`src/rtl/piano_mode_keymap_ctrl_pkg.sv`:
```
// Shared types and helpers for the piano mode controller and its key remap learner.
// Vector helpers take a fixed-width argument; callers zero-extend narrower key vectors.
package piano_pkg;

    localparam int unsigned MAX_KEYS = 32;

    typedef enum logic [1:0] {
        MODE_MENU = 2'd0,
        MODE_FREE = 2'd1,
        MODE_AUTO = 2'd2,
        MODE_LERN = 2'd3
    } mode_e;

    typedef enum logic [1:0] {
        S_IDLE    = 2'd0,
        S_CLEAR   = 2'd1,
        S_COLLECT = 2'd2,
        S_COMMIT  = 2'd3
    } setup_state_e;

    function automatic logic onehot_check(input logic [MAX_KEYS-1:0] vec);
        return $countones(vec) == 1;
    endfunction

    // Returns 0 for an all-zero vector; callers qualify with their own valid term.
    function automatic int unsigned lowest_set_index(input logic [MAX_KEYS-1:0] vec);
        int unsigned idx;
        idx = 0;
        for (int i = MAX_KEYS - 1; i >= 0; i--) begin
            if (vec[i]) idx = unsigned'(i);
        end
        return idx;
    endfunction

endpackage

```
`src/rtl/piano_mode_keymap_ctrl_keymap_learner.sv`:
```
// Press-order remap learner: builds a shadow key-to-note map from single key rises and
// commits it to the active map in one cycle once every key has been assigned.
module keymap_learner
    import piano_pkg::*;
#(
    parameter int unsigned NUM_KEYS = 8,
    parameter int unsigned IDX_W    = 4
) (
    input  logic                      clk,
    input  logic                      rst,
    input  logic [NUM_KEYS-1:0]       key_rise,
    input  logic                      setting,
    input  logic                      mode_is_menu,
    output logic [NUM_KEYS*IDX_W-1:0] map_flat,
    output logic                      setup_busy,
    output logic                      setup_done
);

    localparam int unsigned CNT_W = $clog2(NUM_KEYS + 1);
    localparam int unsigned KEY_W = (NUM_KEYS > 1) ? $clog2(NUM_KEYS) : 1;
    localparam logic [IDX_W-1:0] UNASSIGNED = '1;

    setup_state_e     state_q, state_d;
    logic             armed_q, armed_d;
    logic [CNT_W-1:0] cnt_q, cnt_d;
    logic [IDX_W-1:0] shadow_q [NUM_KEYS];
    logic [IDX_W-1:0] shadow_d [NUM_KEYS];
    logic [IDX_W-1:0] active_q [NUM_KEYS];
    logic [IDX_W-1:0] active_d [NUM_KEYS];

    logic [MAX_KEYS-1:0] rise_ext;
    logic [KEY_W-1:0]    press_key;
    logic                press_ok;

    assign rise_ext  = MAX_KEYS'(key_rise);
    assign press_key = KEY_W'(lowest_set_index(rise_ext));
    assign press_ok  = onehot_check(rise_ext) && (shadow_q[press_key] == UNASSIGNED);

    always_comb begin
        state_d  = state_q;
        armed_d  = armed_q;
        cnt_d    = cnt_q;
        shadow_d = shadow_q;
        active_d = active_q;
        // A held setting must be released before it can start another setup.
        if (!setting) armed_d = 1'b1;
        unique case (state_q)
            S_IDLE: begin
                if (setting && armed_q && mode_is_menu) begin
                    state_d = S_CLEAR;
                    armed_d = 1'b0;
                end
            end
            S_CLEAR: begin
                for (int k = 0; k < int'(NUM_KEYS); k++) shadow_d[k] = UNASSIGNED;
                cnt_d   = '0;
                state_d = setting ? S_COLLECT : S_IDLE;
            end
            S_COLLECT: begin
                if (!setting) begin
                    state_d = S_IDLE;
                end else if (press_ok) begin
                    shadow_d[press_key] = IDX_W'(cnt_q);
                    cnt_d = cnt_q + CNT_W'(1);
                    if (cnt_q == CNT_W'(NUM_KEYS - 1)) state_d = S_COMMIT;
                end
            end
            S_COMMIT: begin
                active_d = shadow_q;
                state_d  = S_IDLE;
            end
            default: state_d = S_IDLE;
        endcase
    end

    always_ff @(posedge clk or posedge rst) begin
        if (rst) begin
            state_q <= S_IDLE;
            armed_q <= 1'b1;
            cnt_q   <= '0;
            for (int k = 0; k < int'(NUM_KEYS); k++) begin
                shadow_q[k] <= UNASSIGNED;
                active_q[k] <= IDX_W'(k);
            end
        end else begin
            state_q  <= state_d;
            armed_q  <= armed_d;
            cnt_q    <= cnt_d;
            shadow_q <= shadow_d;
            active_q <= active_d;
        end
    end

    for (genvar g = 0; g < NUM_KEYS; g++) begin : g_flat
        assign map_flat[g*IDX_W +: IDX_W] = active_q[g];
    end

    assign setup_busy = (state_q == S_CLEAR) || (state_q == S_COLLECT);
    assign setup_done = (state_q == S_COMMIT);

endmodule

```
`src/rtl/piano_mode_keymap_ctrl.sv`:
```
// Piano mode controller: MENU/FREE/AUTO/LERN mode FSM, input edge detection and a
// registered note lookup through the runtime key remap table.
module piano_mode_keymap_ctrl
    import piano_pkg::*;
#(
    parameter int unsigned NUM_KEYS = 8,
    parameter int unsigned IDX_W    = 4
) (
    input  logic                      clk,
    input  logic                      rst,
    input  logic [NUM_KEYS-1:0]       key_in,
    input  logic [1:0]                mode_sel,
    input  logic                      mode_go,
    input  logic                      back,
    input  logic                      setting,
    output logic [1:0]                mode,
    output logic [2:0]                mode_en,
    output logic [NUM_KEYS*IDX_W-1:0] map_flat,
    output logic                      setup_busy,
    output logic                      setup_done,
    output logic [IDX_W-1:0]          note_idx,
    output logic                      note_valid
);

    localparam int unsigned KEY_W = (NUM_KEYS > 1) ? $clog2(NUM_KEYS) : 1;

    logic [NUM_KEYS-1:0] key_q;
    logic                go_q, back_q;
    logic [NUM_KEYS-1:0] key_rise;
    logic                go_rise, back_rise;

    mode_e               mode_q, mode_d;
    logic [IDX_W-1:0]    note_idx_q, note_idx_d;
    logic                note_valid_q, note_valid_d;

    logic [IDX_W-1:0]    map_arr [NUM_KEYS];
    logic [KEY_W-1:0]    low_key;

    assign key_rise  = key_in & ~key_q;
    assign go_rise   = mode_go & ~go_q;
    assign back_rise = back & ~back_q;

    keymap_learner #(
        .NUM_KEYS (NUM_KEYS),
        .IDX_W    (IDX_W)
    ) u_learner (
        .clk          (clk),
        .rst          (rst),
        .key_rise     (key_rise),
        .setting      (setting),
        .mode_is_menu (mode_q == MODE_MENU),
        .map_flat     (map_flat),
        .setup_busy   (setup_busy),
        .setup_done   (setup_done)
    );

    // back takes priority over mode_go; playing modes only return to MENU.
    always_comb begin
        mode_d = mode_q;
        if (mode_q == MODE_MENU) begin
            if (!back_rise && go_rise && (mode_sel != MODE_MENU) && !setup_busy) begin
                mode_d = mode_e'(mode_sel);
            end
        end else if (back_rise) begin
            mode_d = MODE_MENU;
        end
    end

    always_comb begin
        mode_en = 3'b000;
        unique case (mode_q)
            MODE_MENU: mode_en = 3'b000;
            MODE_FREE: mode_en = 3'b001;
            MODE_AUTO: mode_en = 3'b010;
            MODE_LERN: mode_en = 3'b100;
            default:   mode_en = 3'b000;
        endcase
    end

    for (genvar g = 0; g < NUM_KEYS; g++) begin : g_unpack
        assign map_arr[g] = map_flat[g*IDX_W +: IDX_W];
    end

    assign low_key = KEY_W'(lowest_set_index(MAX_KEYS'(key_in)));

    always_comb begin
        note_valid_d = ((mode_q == MODE_FREE) || (mode_q == MODE_LERN)) && (|key_in)
                       && !setup_busy;
        note_idx_d   = note_valid_d ? map_arr[low_key] : '0;
    end

    always_ff @(posedge clk or posedge rst) begin
        if (rst) begin
            key_q        <= '0;
            go_q         <= 1'b0;
            back_q       <= 1'b0;
            mode_q       <= MODE_MENU;
            note_idx_q   <= '0;
            note_valid_q <= 1'b0;
        end else begin
            key_q        <= key_in;
            go_q         <= mode_go;
            back_q       <= back;
            mode_q       <= mode_d;
            note_idx_q   <= note_idx_d;
            note_valid_q <= note_valid_d;
        end
    end

    assign mode       = mode_q;
    assign note_idx   = note_idx_q;
    assign note_valid = note_valid_q;

endmodule

```
`config.mk`:
```
export PLATFORM = sky130hd
export DESIGN_NAME = piano_mode_keymap_ctrl
export DESIGN_NICKNAME = d
export VERILOG_FILES = /design/src/rtl/piano_mode_keymap_ctrl_pkg.sv /design/src/rtl/piano_mode_keymap_ctrl_keymap_learner.sv /design/src/rtl/piano_mode_keymap_ctrl.sv
export SDC_FILE = /design/constraint.sdc
export NUM_CORES = 1
export LEC_CHECK = 0
export CORE_MARGIN = 10
export CORE_UTILIZATION = 50
export CTS_CLUSTER_DIAMETER = 150
export DETAILED_ROUTE_END_ITERATION = 12
export PLACE_DENSITY = 0.77
export SLEW_MARGIN = 10
export SYNTH_ARGS = -nofsm -noshare
export SYNTH_HDL_FRONTEND = slang
export SYNTH_SLANG_ARGS = --single-unit
```
`constraint.sdc`:
```
create_clock -name clk -period 5.25 [get_ports clk]
set_clock_uncertainty 0.15 [all_clocks]
set_input_delay 1.575 -clock clk [delete_from_list [all_inputs] [get_ports clk]]
set_output_delay 1.575 -clock clk [all_outputs]
set_load 0.02 [all_outputs]
```
# Word-level counts from Yosys, hierarchy flattened
# Cells that the tools add are included.
[totals]
reg_bits = 88
latchBits = 0
ramBits = 0
rom_bits = 0
in_bits = 15
out_inout_bits = 44
wordCells = 126
n_memories = 0
[op_classes]
addsub = 8
multipliers = 0
n_div = 0
magnitude_cmp = 3
n_eq_ne = 15
shifts = 0
muxes = 45
bitwise = 8
reduce_logical = 22
[op_table]
columns = ["operator", "n"]
rows = [
  ["32-bit adder", 3],
  ["32-bit two-way mux", 2],
  ["32-bit one-hot mux with 2 select lines", 1],
  ["3-bit two-way mux", 16],
  ["32-bit bitwise mux", 1],
  ["32-bit by 2-bit equality test with 1-bit output, second input constant", 1],
  ["4-bit two-way mux", 8],
  ["4-bit binary-select mux with 3-bit select", 2],
  ["2-bit two-way mux", 8],
  ["4-bit demux with 3-bit select", 1],
  ["3-bit one-hot mux with 4 select lines", 1],
  ["1-bit logical AND", 9],
  ["1-bit by 1-bit adder with 2-bit output", 4],
  ["8-bit bitwise AND", 1],
  ["2-bit equality test, second input constant", 4],
  ["4-bit >= comparator, second input constant", 2],
  ["3-bit NOT with 4-bit output", 2],
  ["8-bit NOT", 1],
  ["2-bit one-hot mux with 4 select lines", 1],
  ["4-bit one-hot mux with 2 select lines", 1],
  ["8-bit OR reduction", 1],
  ["3-bit by 2-bit inequality test with 1-bit output, second input constant", 2],
  ["3-bit AND reduction", 2],
  ["2-bit nonzero test", 3],
  ["14 further kinds", 24],
]

# Longest topological paths before layout
# Gate-level depths: netlist (run 1).
[depth]
depth_word = 19
mapped_depth = 16
ltp_nobuf = 15

# Hierarchy
# A second synthesis (run 1) with hierarchy kept.
[unflattened]
hier_cells = 413
area_unflattened_um2 = 4598.2
[modules_own_cells]
columns = ["module", "instances", "cells_each", "area_per_inst_um2", "seq_area_each_um2"]
rows = [
  ["keymap_learner", 1, 321, 3634.7, 1833.0],
  ["piano_mode_keymap_ctrl", 1, 92, 963.4, 425.4],
]

# Worst setup path after synthesis (run 1)
# No wires, ideal clock.
[synth_timing]
kind = "in2reg"
from = "in key_in[4]"
to = "reg u_learner.cnt_q[3]"
arrival_ps = 5089
required_ps = 4975
path_slack_ps = -113
cell_stages = 15
path_buffers = 0
path_cell_list = "nand2b_2 > inv_2 > ha_1 > fa_1 > inv_1 > fa_1 > inv_1 > ha_1 > fa_1 > nor4b_1 > o311a_1 > o32a_4 > nand2_1 > nor4_1 > mux2_2"
[synth_between]
elab_chain_cells = 14
elab_cells_between_ends = 18
classes_between = "3 x add/sub; 3 x eq/ne; 8 x mux; 2 x bitwise; 2 x reduce/logical"
[synth_rtl]
columns = ["item", "line_no", "rtl"]
rows = [
  ["start: declaration", "piano_mode_keymap_ctrl.sv:11", "input logic [NUM_KEYS-1:0] key_in,"],
  ["8-bit bitwise AND *", "piano_mode_keymap_ctrl.sv:39", "assign key_rise = key_in & ~key_q;"],
  ["parallel branches: the longest is 10 deep, another holds 32-bit adder", "-", ""],
  ["1-bit logical AND *", "piano_mode_keymap_ctrl_keymap_learner.sv:37", "assign press_ok = onehot_check(rise_ext) && (shadow_q[press_key] == UNASSIGNED);"],
  ["2-bit by 1-bit inequality test with 1-bit output (no source line) *", "-", ""],
  ["3-bit AND reduction (no source line) *", "-", ""],
  ["end signal: assignment", "piano_mode_keymap_ctrl_keymap_learner.sv:88", "cnt_q <= cnt_d;"],
  ["end: declaration", "piano_mode_keymap_ctrl_keymap_learner.sv:25", "logic [CNT_W-1:0] cnt_q, cnt_d;"],
]
# Every way passes the cells marked *. The select of a mux whose other input is x is not followed.
# A chain may end at the register's enable or synchronous reset.

# Worst setup path after layout (run 1)
[layout_timing]
from = "in key_in[3]"
to = "reg u_learner.shadow_q[20] (netlist bit)"
[layout_between]
elab_chain_cells = 14
elab_cells_between_ends = 26
classes_between = "3 x add/sub; 2 x order compare; 3 x eq/ne; 13 x mux; 2 x bitwise; 3 x reduce/logical"
[layout_rtl]
columns = ["item", "line_no", "rtl"]
rows = [
  ["8-bit bitwise AND *", "piano_mode_keymap_ctrl.sv:39", ""],
  ["parallel branches: the longest is 13 deep, another holds 32-bit adder", "-", ""],
  ["end signal: assignment", "piano_mode_keymap_ctrl_keymap_learner.sv:89", "shadow_q <= shadow_d;"],
  ["end: declaration", "piano_mode_keymap_ctrl_keymap_learner.sv:26", "logic [IDX_W-1:0] shadow_q [NUM_KEYS];"],
]
# Marks and branches as above.

==> run_results.csv, run 1 <==
group,metric,value,unit
run_status,status,"finished, final reports clean",
placement,io_buffers,58,
power_and_ir_drop,power_leakage,2.333,nW
yosys,async_flop_share,1.000,
routing,drt_pass1_iterations,5,
clock_tree,cts_made_buffers,9,
yosys,synth_area,4517,um2
yosys,synthFlopType,"dfstp_2",
routing,vias,3524,
clock_tree,cts_buffer_depth,2,
timing,hold_viol_final,0,
layout,nets,519,
power_and_ir_drop,peakVddDrop,220.3,uV
grt,grt_pass1_wl,19.20,mm
grt,grt_usage,0.1817,
grt,grt.busiest_layer,"met2",
layout,n_antenna_cell,0,
layout,drive_above_1_share,0.3849,
power_and_ir_drop,internal_power,1.566,mW
critical_path,cp-start-kind,"primary input",
clock_tree,clkTransAtPathRegs,0.09,ns
placement,post-dp-hpwl,8.735,mm
layout,fin_util,0.6612,
clock_tree,cts.sinks,88,
floorplan,start_util,0.5154,
timing,fin_tns_setup,0,ns
power_and_ir_drop,p_switching,966.5,uW
timing,fmax,196.6,MHz
job,cap_violations,0,
floorplan,core-area,8763,um2
critical_path,crit_fanout,6,
layout,mostFrequentLayoutCells,"clkdlybuf4s50_1, dfstp_2, dfrtp_1, nor2_1, buf_4",
grt,grt_use_met3,0.03177,
power_and_ir_drop,p_seq_frac,0.380,
grt,overflow,0,
yosys,synthCells,393,
power_and_ir_drop,comb_power_share,0.440,
yosys,avgSynthCellArea,11.49,um2
layout,final_common_cell,"clkdlybuf4s50_1",
timing,max_slew.worst_pin.slew,0.8551,ns
timing,drv_slew,0,
clock_tree,cts-root-buf,"clkbuf_8",
power_and_ir_drop,power_frac_clock,0.180,
floorplan,top_level_ports,59,
critical_path,slowest_delay,0.56,ns
timing,setup-violations-final,0,
layout,area_growth,28.28,%
layout,fin_area,5794,um2
critical_path,crit_chain,"buf_8 -> nand2b_4 -> inv_4 -> ha_4 -> fa_1 -> inv_2 -> fa_1 -> inv_1 -> ha_2 -> fa_2 -> nor4b_4 -> nor2b_2 -> o311a_1 -> nand4_1 -> buf_6 -> o32a_1",
routing,viasPerCell,5.883,
yosys,synth_top_area_share,0.2618,
routing,routed_wl,11.74,mm
grt,antenna_found_initial,0,
critical_path,cp_top_family,"adder cells",
critical_path,cpMaxStageDelayCell,"fa_1",
yosys,yosysUniqueCellTypes,61,
floorplan,die-area,13240,um2
yosys,ys_seq_elements,88,
timing,maxSlewHeadroom,0.4293,
placement,place_ws,-0.6928,ns
layout,nFillCells,659,
placement,place_congestion,0.9165,
yosys,synth.area.top_cells,"dfstp_2, dfrtp_1, mux2_2",
critical_path,required,5.39,ns
grt,grt_pass1_vias,3610,
critical_path,critical_path_buf_inv_count,5,
critical_path,cpMostUsedCell,"fa_1",
grt,grtUsageMet2,0.3018,
grt,grt_max_degree,52,
yosys,seq_area_frac_synth,0.5000,
timing,rsz0062_at_grt,"yes",
clock_tree,tritoncts,"yes",
clock_tree,htree_levels,3,
power_and_ir_drop,swShare,0.3816,
floorplan,die_h,115.0,um
critical_path,crit_type,"primary input to flop",
clock_tree,cts_hold_buffers,0,
min_path,hold_class,"flop to flop",
yosys,synth_fp_nets,426,
routing,initialDrtViolationCount,275,
routing,drtAntennaViolNets,0,
grt,use_met1,0.2226,
floorplan,rows,34,
critical_path,crit_path_end_kind,"flop",
timing,finalCritPeriodShare,0.9686,
timing,finalCriticalPeriod,5.085,ns
power_and_ir_drop,pwr_density_cell,437.1,nW/um2
critical_path,worst-endpoint-arrival,5.23,ns
yosys,yosysTopAreaCell,"dfstp_2",
floorplan,chipWidth,115.0,um
timing,setup_slack,0.1646,ns
placement,post_dp_cell_area,5498,um2
yosys,yosysWarnings,0,
clock_tree,worstSkewPairLatency,0.37,ns
routing,drc,0,
yosys,synth_edf_count,0,
routing,routedWlPerCell,19.61,um
timing,whs,0.3269,ns
-- repair_timing --
action,4_1_cts,5_1_grt
pin swaps,6,12
cloned,1,0
resized for setup,17,31
setup buffers,0,2
endpoints found under the setup margin,38,30
-- state kept, by name (all words and copies together), names as in the netlist --
register            count
u_learner.shadow_q     32
go_q                    1
mode                    2
u_learner.armed_q       1
key_q                   8
u_learner.state_q       2
note_valid              1
u_learner.map_flat     32
u_learner.cnt_q         4
note_idx                4
back_q                  1
-- power groups by stage --
stage | logic, mW | registers [mW] | clock network, mW
2_1_floorplan | 0.489 | 1.11 | 0
3_3_place_gp | 1.08 | 0.964 | 0
3_5_place_dp | 1.10 | 0.975 | 0
4_1_cts | 1.11 | 0.963 | 0.462
5_1_grt | 1.19 | 0.988 | 0.495
6_report | 1.11 | 0.963 | 0.455
-- cell usage after synthesis, types with 2 or more instances --
cell / n
dfstp_2: 45
dfrtp_1: 43
nor2_1: 37
mux2_2: 34
nand2_1: 30
inv_1: 22
mux2i_1: 19
ha_1: 14
a21oi_1: 12
a31oi_1: 11
nand3_1: 9
o31ai_1: 9
nand2b_1: 7
a21oi_2: 6
clkbuf_1: 5
nor3_1: 5
o221ai_1: 5
and2_1: 4
fa_1: 4
nand2b_2: 4
nand4_1: 4
nor2b_1: 4
o22a_1: 4
a21o_1: 3
buf_1: 3
inv_2: 3
nand4b_1: 3
o311a_1: 3
a41oi_1: 2
buf_6: 2
nor2_2: 2
nor4_1: 2
nor4b_2: 2
o211ai_1: 2
o21ai_0: 2
o32a_1: 2
-- worst paths after layout --
| check | depth (start not counted) | endpoint | startpoint | slack (ns) |
|---|---|---|---|---|
| min | 2 | u_learner.armed_q$_DFF_PP1_ | u_learner.armed_q$_DFF_PP1_ | 0.33 |
| min in group asynchronous | 2 | key_q[4]$_DFF_PP0_ | rst | 1.52 |
| min reg2reg | 2 | u_learner.armed_q$_DFF_PP1_ | u_learner.armed_q$_DFF_PP1_ | 0.33 |
| max | 16 | u_learner.shadow_q[20]$_DFFE_PP1P_ | key_in[3] | 0.16 |
| max in group asynchronous | 3 | u_learner.map_flat[30]$_DFFE_PP1P_ | rst | 2.60 |
| max reg2reg | 15 | u_learner.shadow_q[20]$_DFFE_PP1P_ | key_q[2]$_DFF_PP0_ | 1.05 |
-- layer usage --
| layer | wire (um) | vias up |
|---|---|---|
| met5 | 0 | - |
| li1 | - | 1603 |
| met1 | 4687 | 1761 |
| met2 | 5949 | 125 |
| met4 | 433 | 0 |
| met3 | 674 | 35 |
-- cells by family (layout without fill, tap and decap cells) --
| logic type | after synthesis | after routing | share of synthesized area |
|---|---|---|---|
| DFF | 88 | 88 | 0.5000 |
| muxes | 54 | 54 | 0.1294 |
| buffers and inverters | 37 | 135 | 0.03462 |
| adders and majority gates | 18 | 18 | 0.05651 |
| and+or+nand+nor | 124 | 124 | 0.1479 |
| AOI/OAI and AO/OA | 72 | 72 | 0.1316 |
-- layout make-up --
type / count / area [um2] / area share
Timing Repair Buffer: 94 / 845.8 / 0.1460
Multi-Input combinational cell: 268 / 2260 / 0.3900
Tap cell: 108 / 135.1 / 0.02332
Clock inverter: 4 / 35.03 / 0.006046
Clock buffer: 12 / 155.1 / 0.02678
Sequential cell: 88 / 2258 / 0.3898
Inverter: 25 / 105.1 / 0.01814
-- through the flow --
stage          power [mW]  instances
3_5_place_dp        2.078        580
5_1_grt             2.674        599
4_1_cts             2.534        597
6_report            2.533        599
3_3_place_gp        2.047        580
2_1_floorplan       1.604        393
-- worst reg2reg max path, delay by kind of cell (launching register included) --
kind	cells	cell delay [ns]
buffers and inverters	4	0.36
adders and majority gates	5	1.82
DFF	1	0.35
AOI/OAI and AO/OA	2	0.55
and+or+nand+nor	4	0.89
(Power assumes the default switching activity.)
==> run 2, diff against run 1 <==
--- a/config.mk
+++ b/config.mk
@@ -5,11 +5,13 @@
 export SDC_FILE = /design/constraint.sdc
 export NUM_CORES = 1
 export LEC_CHECK = 0
+export CELL_PAD_IN_SITES_DETAIL_PLACEMENT = 1
+export CELL_PAD_IN_SITES_GLOBAL_PLACEMENT = 1
 export CORE_MARGIN = 10
-export CORE_UTILIZATION = 50
+export CORE_UTILIZATION = 44
 export CTS_CLUSTER_DIAMETER = 150
 export DETAILED_ROUTE_END_ITERATION = 12
-export PLACE_DENSITY = 0.77
+export PLACE_DENSITY = 0.84
 export SLEW_MARGIN = 10
 export SYNTH_ARGS = -nofsm -noshare
 export SYNTH_HDL_FRONTEND = slang
==> run_results.csv, run 2 (synthesis gave the netlist of run 1 again) <==
group,metric,value,unit
run_status,status,"finished, violations left",
run_status,violations,"negative setup slack",
clock_tree,tritoncts,"yes",
routing,drc,0,
layout,fin_area,5921,um2
min_path,hold_class,"flop to flop",
timing,whs,0.3200,ns
clock_tree,cts.sinks,88,
floorplan,start_util,0.4558,
layout,seq_area,2258,um2
timing,hold_viol_final,0,
routing,viasPerCell,5.792,
floorplan,top_level_ports,59,
clock_tree,cts_hold_buffers,0,
critical_path,cp-start-kind,"primary input",
timing,max_slew.worst_pin.slew,1.016,ns
routing,vias,3626,
routing,routed_wl,14.41,mm
floorplan,die-area,14720,um2
timing,drv_slew,0,
timing,finalCriticalPeriod,5.326,ns
layout,drive_above_1_share,0.3996,
power_and_ir_drop,p_switching,1.011,mW
power_and_ir_drop,power_frac_clock,0.185,
timing,rsz0062_at_grt,"yes",
power_and_ir_drop,swShare,0.3869,
power_and_ir_drop,peakVddDrop,269.6,uV
grt,use_met1,0.2268,
critical_path,cpMostUsedCell,"fa_1",
min_path,hp-start,"u_learner.armed_q$_DFF_PP1_",
grt,grt_usage,0.1926,
timing,finalCritPeriodShare,1.014,
timing,setup_slack,-0.07577,ns
layout,nFillCells,1038,
power_and_ir_drop,p_seq_frac,0.377,
layout,fin_util,0.5975,
floorplan,rows,36,
layout,mostFrequentLayoutCells,"clkdlybuf4s50_1, dfstp_2, dfrtp_1, nor2_1, buf_4",
clock_tree,cts_buffer_depth,2,
grt,grtUsageMet2,0.3359,
layout,n_antenna_cell,0,
grt,overflow,0,
grt,grt_pass1_vias,3986,
critical_path,crit_fanout,3,
clock_tree,cts-root-buf,"clkbuf_8",
placement,post_dp_cell_area,5522,um2
power_and_ir_drop,power_leakage,2.374,nW
layout,final_common_cell,"clkdlybuf4s50_1",
routing,drt_pass1_iterations,4,
critical_path,crit_chain,"buf_6 -> nand2b_4 -> inv_4 -> ha_4 -> fa_1 -> inv_2 -> fa_1 -> inv_1 -> ha_2 -> fa_1 -> nor4b_4 -> nor2b_2 -> o311a_1 -> buf_4 -> nand2_2 -> nor4b_4 -> mux2_1",
routing,initialDrtViolationCount,246,
grt,grt_use_met3,0.03257,
layout,area_growth,31.08,%
placement,io_buffers,58,
placement,place_congestion,0.8208,
power_and_ir_drop,pwr_density_cell,441.3,nW/um2
floorplan,die_h,121.3,um
critical_path,slowest_delay,0.55,ns
critical_path,crit_type,"primary input to flop",
grt,grt.busiest_layer,"met2",
floorplan,chipWidth,121.3,um
critical_path,startpoint,"key_in[3]",
grt,grt_pass1_wl,22.21,mm
clock_tree,htree_levels,3,
placement,post-dp-hpwl,10.44,mm
critical_path,crit_path_end_kind,"flop",
layout,nets,521,
critical_path,cpMaxStageDelayCell,"fa_1",
grt,antenna_found_initial,0,
timing,setup-violations-final,7,
power_and_ir_drop,comb_power_share,0.438,
clock_tree,cts_made_buffers,9,
timing,fmax,187.8,MHz
layout,multi_input_comb_area,2333,um2
routing,routedWlPerCell,23.02,um
job,cap_violations,0,
grt,grt_max_degree,67,
routing,drtAntennaViolNets,0,
clock_tree,worstSkewPairLatency,0.37,ns
critical_path,required,5.35,ns
clock_tree,clkTransAtPathRegs,0.09,ns
floorplan,core-area,9910,um2
timing,maxSlewHeadroom,0.3225,
critical_path,worst-endpoint-arrival,5.43,ns
power_and_ir_drop,internal_power,1.602,mW
critical_path,r2r-start,"key_q[6]$_DFF_PP0_",
==> run 2: power groups by stage <==
stage | Clock, mW | Sequential (mW) | Combinational [mW]
final | 0.485 | 0.984 | 1.14
after detailed placement | 0 | 0.994 | 1.12
after floorplan | 0 | 1.11 | 0.489
after global placement | 0 | 0.976 | 1.07
after global routing | 0.518 | 1.00 | 1.23
after CTS | 0.487 | 0.985 | 1.14
==> run 2: through the flow <==
step                setup TNS, ns  instances  setup slack, ns  power, mW
floorplan                       0        393         0.005584      1.604
finish                    -0.3611        626         -0.07577      2.613
global placement           -20.17        604          -0.6618      2.044
global route               -2.603        626          -0.2183      2.750
detailed placement         -26.47        604          -0.8607      2.114
CTS                             0        622         0.003633      2.609
==> run 2: layout make-up <==
| cell class | count | area share |
|---|---|---|
| clock buffers | 12 | 0.02451 |
| inverters | 25 | 0.01796 |
| flip-flops and latches | 88 | 0.3814 |
| clock inverters | 4 | 0.008876 |
| well taps | 133 | 0.02811 |
| repair buffers | 96 | 0.1450 |
| multi-input cells | 268 | 0.3941 |
==> run 2: timing repair <==
action / in CTS / in global routing
endpoints found under the setup margin: 38 / 36
hold endpoints to repair: 0 / 0
setup buffers: 2 / 5
gates resized for setup: 19 / 39
pin swaps: 6 / 20
==> run 2: per-layer routing <==
metal | vias up | part of all wire
li1 | 1610 | -
met1 | 1869 | 0.40
met2 | 116 | 0.52
met3 | 31 | 0.061
met4 | 0 | 0.025
met5 | - | 0
==> run 2: path summary, 6_finish.rpt <==
path / endpoint / slack [ns] / depth (start not counted)
max in group asynchronous: u_learner.shadow_q[3]$_DFFE_PP1P_ / 2.48 / 3
hold / removal: u_learner.armed_q$_DFF_PP1_ / 0.32 / 2
setup / recovery: u_learner.cnt_q[2]$_DFFE_PP0P_ / -0.08 / 17
setup reg to reg: u_learner.cnt_q[2]$_DFFE_PP0P_ / 0.83 / 15
min in group asynchronous: go_q$_DFF_PP0_ / 1.57 / 2
hold reg to reg: u_learner.armed_q$_DFF_PP1_ / 0.32 / 2
==> run 2: worst max-delay path, delay by kind of cell <==
| family | cells | cell delay (ns) |
|---|---|---|
| compound gates | 1 | 0.27 |
| simple gates | 5 | 0.97 |
| buf+inv | 5 | 0.40 |
| fa+ha+maj | 5 | 1.85 |
| mux | 1 | 0.35 |
